<file path="src/rtl/mpu6050_seq_ctrl.sv">
// MPU6050 sequencer: power-up wait, register init, periodic 14-byte burst reads.
// Define MPU_WHOAMI_CHECK_EN to verify WHO_AM_I (0x75) before init.
module mpu6050_seq_ctrl #(
    parameter logic [6:0] DEV_ADDR    = 7'h68,
    parameter int         PWRUP_CYC   = 1200000,
    parameter int         SAMPLE_DIV  = 120000,
    parameter int         RETRY_MAX   = 3,
    parameter int         TIMEOUT_CYC = 4095
) (
    input  logic        sys_clk_12m,
    input  logic        rst,
    input  logic        restart,
    output logic        cmd_valid,
    input  logic        cmd_ready,
    output logic        cmd_rw,
    output logic [6:0]  cmd_dev_addr,
    output logic [7:0]  cmd_reg_addr,
    output logic [7:0]  cmd_wdata,
    input  logic        rsp_valid,
    input  logic        rsp_nack,
    input  logic [7:0]  rsp_data,
    output logic [15:0] accel_x,
    output logic [15:0] accel_y,
    output logic [15:0] accel_z,
    output logic [15:0] temp,
    output logic [15:0] gyro_x,
    output logic [15:0] gyro_y,
    output logic [15:0] gyro_z,
    output logic        sample_valid,
    output logic        init_done,
    output logic        err,
    output logic [1:0]  err_code,
    output logic        overrun
);

    typedef enum logic [3:0] {
        S_PWRUP, S_WHO_ISSUE, S_WHO_WAIT, S_INIT_ISSUE, S_INIT_WAIT,
        S_IDLE, S_RD_ISSUE, S_RD_WAIT, S_PUBLISH, S_ERROR
    } state_t;

    state_t      state, wait_st, issue_st;
    logic [31:0] pwr_cnt, samp_cnt, tmo_cnt;
    logic [7:0]  retry_cnt;
    logic [3:0]  idx;
    logic [7:0]  shadow [0:12];
    logic        tick;

    assign cmd_dev_addr = DEV_ADDR;
    assign tick = init_done && (samp_cnt == 32'(SAMPLE_DIV - 1));

    function automatic logic [7:0] init_reg(input logic [3:0] i);
        case (i)
            4'd0:    return 8'h6B;
            4'd1:    return 8'h19;
            4'd2:    return 8'h1A;
            4'd3:    return 8'h1B;
            default: return 8'h1C;
        endcase
    endfunction

    function automatic logic [7:0] init_val(input logic [3:0] i);
        case (i)
            4'd1:    return 8'h07;
            4'd2:    return 8'h06;
            4'd3:    return 8'h18;
            default: return 8'h00;
        endcase
    endfunction

    // Pairing of issue/wait states for transfer and NACK reissue
    always_comb begin
        wait_st  = S_RD_WAIT;
        issue_st = S_RD_ISSUE;
        case (state)
            S_WHO_ISSUE, S_WHO_WAIT: begin
                wait_st  = S_WHO_WAIT;
                issue_st = S_WHO_ISSUE;
            end
            S_INIT_ISSUE, S_INIT_WAIT: begin
                wait_st  = S_INIT_WAIT;
                issue_st = S_INIT_ISSUE;
            end
            default: ;
        endcase
    end

    always_ff @(posedge sys_clk_12m) begin
        sample_valid <= 1'b0;
        if (rst) begin
            state <= S_PWRUP;
            pwr_cnt <= '0;
            samp_cnt <= '0;
            tmo_cnt <= '0;
            retry_cnt <= '0;
            idx <= '0;
            cmd_valid <= 1'b0;
            cmd_rw <= 1'b0;
            cmd_reg_addr <= '0;
            cmd_wdata <= '0;
            {accel_x, accel_y, accel_z, temp} <= '0;
            {gyro_x, gyro_y, gyro_z} <= '0;
            init_done <= 1'b0;
            err <= 1'b0;
            err_code <= 2'b00;
            overrun <= 1'b0;
        end else if (restart) begin
            state <= S_PWRUP;
            pwr_cnt <= '0;
            samp_cnt <= '0;
            tmo_cnt <= '0;
            retry_cnt <= '0;
            idx <= '0;
            cmd_valid <= 1'b0;
            init_done <= 1'b0;
            err <= 1'b0;
            err_code <= 2'b00;
            overrun <= 1'b0;
        end else begin
            if (init_done)
                samp_cnt <= tick ? '0 : samp_cnt + 32'd1;
            if (tick && (state == S_RD_ISSUE || state == S_RD_WAIT ||
                         state == S_PUBLISH))
                overrun <= 1'b1;
            case (state)
                S_PWRUP: begin
                    if (pwr_cnt == 32'(PWRUP_CYC - 1)) begin
                        pwr_cnt <= '0;
                        cmd_valid <= 1'b1;
                        cmd_wdata <= 8'h00;
`ifdef MPU_WHOAMI_CHECK_EN
                        state <= S_WHO_ISSUE;
                        cmd_rw <= 1'b1;
                        cmd_reg_addr <= 8'h75;
`else
                        state <= S_INIT_ISSUE;
                        idx <= 4'd0;
                        cmd_rw <= 1'b0;
                        cmd_reg_addr <= init_reg(4'd0);
                        cmd_wdata <= init_val(4'd0);
`endif
                    end else begin
                        pwr_cnt <= pwr_cnt + 32'd1;
                    end
                end
                S_WHO_ISSUE, S_INIT_ISSUE, S_RD_ISSUE: begin
                    if (cmd_ready) begin
                        cmd_valid <= 1'b0;
                        tmo_cnt <= '0;
                        state <= wait_st;
                    end
                end
                S_WHO_WAIT, S_INIT_WAIT, S_RD_WAIT: begin
                    if (rsp_valid && rsp_nack) begin
                        if (retry_cnt == RETRY_MAX[7:0]) begin
                            state <= S_ERROR;
                            err <= 1'b1;
                            err_code <= 2'b01;
                            init_done <= 1'b0;
                        end else begin
                            retry_cnt <= retry_cnt + 8'd1;
                            cmd_valid <= 1'b1;
                            state <= issue_st;
                        end
                    end else if (rsp_valid) begin
                        retry_cnt <= '0;
                        case (state)
`ifdef MPU_WHOAMI_CHECK_EN
                            S_WHO_WAIT: begin
                                if (rsp_data == 8'h68) begin
                                    state <= S_INIT_ISSUE;
                                    idx <= 4'd0;
                                    cmd_valid <= 1'b1;
                                    cmd_rw <= 1'b0;
                                    cmd_reg_addr <= init_reg(4'd0);
                                    cmd_wdata <= init_val(4'd0);
                                end else begin
                                    state <= S_ERROR;
                                    err <= 1'b1;
                                    err_code <= 2'b11;
                                end
                            end
`endif
                            S_INIT_WAIT: begin
                                if (idx == 4'd4) begin
                                    state <= S_IDLE;
                                    init_done <= 1'b1;
                                    samp_cnt <= '0;
                                end else begin
                                    state <= S_INIT_ISSUE;
                                    idx <= idx + 4'd1;
                                    cmd_valid <= 1'b1;
                                    cmd_reg_addr <= init_reg(idx + 4'd1);
                                    cmd_wdata <= init_val(idx + 4'd1);
                                end
                            end
                            default: begin
                                if (idx == 4'd13) begin
                                    // Last byte goes straight to gyro_z low
                                    state <= S_PUBLISH;
                                    sample_valid <= 1'b1;
                                    accel_x <= {shadow[0], shadow[1]};
                                    accel_y <= {shadow[2], shadow[3]};
                                    accel_z <= {shadow[4], shadow[5]};
                                    temp <= {shadow[6], shadow[7]};
                                    gyro_x <= {shadow[8], shadow[9]};
                                    gyro_y <= {shadow[10], shadow[11]};
                                    gyro_z <= {shadow[12], rsp_data};
                                end else begin
                                    shadow[idx] <= rsp_data;
                                    idx <= idx + 4'd1;
                                    state <= S_RD_ISSUE;
                                    cmd_valid <= 1'b1;
                                    cmd_reg_addr <= 8'h3C + {4'h0, idx};
                                end
                            end
                        endcase
                    end else if (tmo_cnt == 32'(TIMEOUT_CYC - 1)) begin
                        state <= S_ERROR;
                        err <= 1'b1;
                        err_code <= 2'b10;
                        init_done <= 1'b0;
                    end else begin
                        tmo_cnt <= tmo_cnt + 32'd1;
                    end
                end
                S_IDLE: begin
                    if (tick) begin
                        state <= S_RD_ISSUE;
                        idx <= 4'd0;
                        cmd_valid <= 1'b1;
                        cmd_rw <= 1'b1;
                        cmd_reg_addr <= 8'h3B;
                        cmd_wdata <= 8'h00;
                    end
                end
                S_PUBLISH: state <= S_IDLE;
                default: begin
                    state <= S_ERROR;
                    cmd_valid <= 1'b0;
                    init_done <= 1'b0;
                end
            endcase
        end
    end

endmodule

</file>
<file path="config.mk">
export PLATFORM = sky130hd
export DESIGN_NAME = mpu6050_seq_ctrl
export DESIGN_NICKNAME = d
export VERILOG_FILES = /design/src/rtl/mpu6050_seq_ctrl.sv
export SDC_FILE = /design/constraint.sdc
export NUM_CORES = 1
export LEC_CHECK = 0
export CORE_MARGIN = 10
export CORE_UTILIZATION = 34
export DETAILED_ROUTE_END_ITERATION = 7
export PLACE_DENSITY = 0.53
export SLEW_MARGIN = 20
export SYNTH_ARGS = -nofsm -noshare
export SYNTH_HDL_FRONTEND = slang
export SYNTH_SLANG_ARGS = --single-unit
</file>
<file path="constraint.sdc">
create_clock -name sys_clk_12m -period 6 [get_ports sys_clk_12m]
set_input_delay 0.9 -clock sys_clk_12m [delete_from_list [all_inputs] [get_ports sys_clk_12m]]
set_output_delay 0.9 -clock sys_clk_12m [all_outputs]
set_load 0.02 [all_outputs]
</file>
### Word level (Yosys, flattened, before mapping)

Memory sizes are Yosys's and may differ from the RTL's. A register that Yosys moved wholly into a read port is not among the register bits.
Cells that the tools add are included.

* bits in registers: 152
* memories: 1
* bits in writable memories: 104
* logic and storage cells: 189

* eq/ne operators: 39
* bitwise operators: 7
* multiplexer cells: 90
* add/subtract/negate cells: 6
* reductions and logical operators: 30

Memory list
* shadow: depth 13, bits a word 8, rd ports 13, clocked after Yosys merged registers in 13, write ports 1, RTL line 45 `logic [7:0] shadow [0:12];`

Operators by type and width (count)
* $mux W32: 12
* $mux W8: 16
* $add A32 B1 Y32 const B: 3
* $mux W4: 16
* $pmux W32 S2: 1
* $pmux W8 S3: 2
* $eq A32 B12 Y1 const B: 1
* $eq A32 B17 Y1 const B: 1
* $eq A32 B21 Y1 const B: 1
* $mux W1: 29
* $pmux W7 S4: 1
* $reduce_and A8 Y1: 3
* $eq A4 B3 Y1 const B: 5
* $ne A2 B2 Y1 const B: 10
* $ne A4 B4 Y1 const B: 5
* $pmux W4 S5: 1
* $eq A4 B2 Y1 const B: 4
* $ne A3 B3 Y1 const B: 5
* $pmux W5 S3: 1
* $pmux W3 S2: 2
* $pmux W4 S3: 1
* $reduce_and A4 Y1: 3
* $reduce_or A6 Y1: 2
* $reduce_and A5 Y1: 2
* other kinds (22): 45

### Longest topological paths before layout

* depth in word-level cells: 9
* gate-level depth with buffers: 10
* mapped depth without buffers: 8

### Worst setup path after synthesis

OpenSTA, ideal clock, no wires.

* path type: input port to flip-flop
* from: input port rsp_valid
* to: memory shadow[0][0] (enable)
* slack: 3.316 ns
* arrival time: 2.352 ns
* cell stages on the path: 7
* library setup time: 0.332 ns
* data required time: 5.668 ns
* cells stage by stage: clkbuf_1 nor2b_1 clkbuf_1 nand3_1 a21oi_1 clkbuf_1 and3_1

* cells in the longest elaborated chain, start to end: 6
* elaborated cells between the ends (all ways): 7
* classes of those cells: 6 x mux; 1 x reduce/logical

Ends and longest elaborated chain
* start: declaration: RTL line 19 `input logic rsp_valid,`
* $mux W1 or $logic_and A1 B1 Y1 (tied branches): RTL line 164, 153
* $mux W1 (*): RTL line 153 `if (rsp_valid && rsp_nack) begin`
* $mux W1 (*): RTL line 124 `case (state)`
* $mux W1 (*): RTL line 106 `end else if (restart) begin`
* $mux W1 (*): RTL line 89 `if (rst) begin`
* $mux W1 (implied by the code) (*): RTL line 209 `shadow[idx] <= rsp_data;`
* end: declaration: RTL line 45

Mark *: on every way between the ends. The rest lies on a longest branch, timed or not.

### Worst setup path in the final report

* from: register state[0]
* to: register gyro_z[3]

* cells in the longest elaborated chain, start to end: 3
* elaborated cells between the ends (all ways): 6
* classes of those cells: 3 x eq/ne; 1 x bitwise; 2 x reduce/logical

Ends and longest elaborated chain
* start: declaration: RTL line 41 `state_t state, wait_st, issue_st;`
* start signal: assignment: RTL line 149 `state <= wait_st;`
* start signal: assignment: RTL line 162 `state <= issue_st;`
* $eq A4 B3 Y1, or another cell as far along: RTL line 124
* $reduce_or A3 Y1 or $not A1 Y1 (tied branches)
* $reduce_and A6 Y1 (no source line) (*)
* end signal: assignment: RTL line 207 `gyro_z <= {shadow[12], rsp_data};`
* end: declaration: RTL line 28 `output logic [15:0] gyro_z,`

Marked as above.
A chain may end at the register's enable or synchronous reset.

==> results.ini <==
[outcome]
outcome=complete, no violations

[cts]
cts.sinks=346
cts.path.max_buffers=3
postCtsHoldBufs=0
cts-resized-gates=0
clk_pin_slew_ns=0.06
cts_tree=built
postCtsSetupRepairBufs=0
root_buffer=clkbuf_16
cts_buffers=39
clock_latency_ns=0.55
ctsHtreeMaxLevel=2

[pwr]
irDropWorstVdd_v=0.000176
leakage_nw=5.41
p_total_w=0.00483
power_frac_comb=0.017
p_int_w=0.00382
power_frac_seq=0.499
switching_share=0.209
p_sw_w=0.00101
powerDensity_nw_per_um2=285
pwr-share-clk=0.484

[logic_synthesis]
synth_cell_types=61
seq_area_frac_synth=0.575
yosysMostFrequentCell=nand2_1
synthCells=1456
ys_seq_elements=346
ys.warnings.count=0
synth-main-ff-cell=dfxtp_1
synth_area_leaders=dfxtp_1, edfxtp_1, nand2_1
synth_top_area_frac=0.350
synth_edf_count=104
ys_async_sr_fraction=0
synthTopCellsByCount=nand2_1, dfxtp_1, a21oi_1
netlist_area_um2=13900
synth.avg_cell_area_um2=9.52
synth_top_area_cell=dfxtp_1

[grt]
grt_pass1_wl_mm=57.7
grt_max_degree=113
track_usage=0.142
grt_overflow=0
grt_pass1_vias=10100
antenna_found_initial=0

[setup_path]
r2r_start=state[0]
endpoint_kind=flop
worst_path_max_delay_cell=nor4b_2
critPathMaxStageDelay_ns=0.82
cp_data_required_time_ns=6.47
r2r_slack_ns=2.70
reg2regPathDepth=6
path_cells=nor2b_1, nor4b_2, and3_4, buf_16, nand2_1, a21oi_1
r2r-end=gyro_z[3]
path_class=flop to flop
startpoint_type=flop
crit_fanout=60
critical_path_arrival_ns=3.76
critPathTopFamily=simple AND/OR/NAND/NOR gates
cp.buffers_inverters=1

[final_layout]
layout.nets=1599
fin_area_um2=17000
antennaDiodeCount=0
layout-drive-gt1-share=0.0525
syn2layout_area_growth_pct=22.3
instances_no_fill=2124

[routing]
antenna_left=0
num_vias=10600
wl_mm=36.4
wire_per_inst_um=17.2
drtIter0Drc=618
drc_errors=0
viasPerCell=4.98
drt_first_pass_iters=5

[sta]
timing.final.crit_share=0.550
fin_skew_ns=0.0140
worst_slew_pin_slew_ns=1.06
worst_hold_slack_ns=0.451
rsz0062_at_grt=no
hold_viol=0
period_needed_ns=3.30
relSlewSlack=0.294
setup-tns-final_ns=0
setup_viol=0
fmax_ghz=0.303
drv_slew=0

[floorplanning]
core_area_um2=40000
die_x_um=222
die_h_um=222
die_area_um2=49200
rows=73
initial_utilization=0.346
io_pins=157

[worst_hold_path]
worstHoldStart=accel_z[3]
hp-class=flop to flop
worstHoldEndpoint=accel_z[3]
whs_path_depth=2

[placement]
gp_congestion=0.797
dp.cells=2054
dpl_cell_area_um2=15700
hpwl_mm=23.7
numPortBuffers=145

[job]
max-cap-violations=0

-- final cells by class --
class                      instances  area (µm²)
fill                            3927       23000
sequential                       346        7970
multi-input combinational       1011        5470
timing repair buffer             154        1540
clock buffer                      61        1140
tap                              525         657
clock inverter                     9         114
inverter                          18        67.6
-- how the worst max path moves through the flow --
stage	from	endpoint	slack [ns]	cells past startpoint
after floorplan	rsp_valid	shadow[0][0]	3.32	7
after global placement	rsp_valid	gyro_x[14]	2.21	5
after detailed placement	rsp_valid	samp_cnt[9]	2.28	5
after CTS	state[0]	gyro_z[3]	2.69	6
after global routing	state[0]	gyro_z[3]	2.43	6
final	state[0]	gyro_z[3]	2.70	6
-- routing by layer --
layer | part of all wire | global-route usage | vias to the layer above
met3 | 0.051 | 0.0345 | 41
li1 | - | - | 5299
met5 | 0 | 0 | -
met4 | 0.016 | 0.0370 | 0
met2 | 0.44 | 0.220 | 215
met1 | 0.49 | 0.194 | 5018
-- power by group through the flow --
stage	Sequential [W]	Clock, W	Combinational [W]
3_3_place_gp	0.00246	0	0.0000812
4_1_cts	0.00241	0.00241	0.0000810
3_5_place_dp	0.00246	0	0.0000809
6_report	0.00241	0.00234	0.0000804
5_1_grt	0.00241	0.00250	0.0000875
2_1_floorplan	0.00246	0	0.0000435
-- tightest hold or removal path, cell delays in order, from the launching register on --
cell and delay (ns):
dfxtp_1 0.30, nand2_1 0.05, a21oi_1 0.05
-- metrics by stage --
step | utilization | setup slack (ns)
global placement | 0.392 | 2.21
detailed placement | 0.392 | 2.28
finish | 0.424 | 2.70
floorplan | - | 3.32
global route | 0.424 | 2.43
CTS | 0.424 | 2.69
-- registers in the layout, indices dropped and copies added, names as in the netlist, 2 cells and up --
register,cells
gyro_z,16
cmd_reg_addr,7
idx,4
tmo_cnt,32
retry_cnt,8
pwr_cnt,32
shadow,104
gyro_x,16
temp,16
accel_z,16
accel_y,16
accel_x,16
err_code,2
cmd_wdata,3
gyro_y,16
state,4
samp_cnt,32
-- kinds of logic after synthesis --
family,share of synthesized area
other,0.000542
AO/OA/AOI/OAI,0.109
adder cells (fa/ha/maj),0.0135
AND/OR/NAND/NOR,0.223
multiplexers,0.00659
XOR/XNOR,0.0385
flip-flops,0.575
buffers and inverters,0.0342
-- placed cells by master (no fill, tap or decap), drive strengths merged, types with 4 or more instances in the layout --
master         netlist  routed
nand2              291     291
dfxtp              242     242
a21oi              165     165
clkdlybuf4s50        0     144
nor2               108     108
edfxtp             104     104
clkbuf              68      61
nand3               49      49
o21ai               39      39
and3                38      38
xor2                34      34
nand4               28      28
xnor2               27      27
or3                 26      26
or4                 21      21
o31ai               20      20
nor3                20      20
inv                 18      20
ha                  15      15
nor4                13      13
conb                 2      11
nand2b              10      10
buf                 22      10
a31oi                9       9
a211oi               8       8
mux2i                8       8
nor2b                7       7
and4                 7       7
and2                 7       7
nor3b                6       6
or2                  6       6
nor4b                6       6
clkinv               0       5
o21a                 4       4
a311oi               4       4
a22oi                4       4
Note: power is estimated with default switching activity, not from simulation.
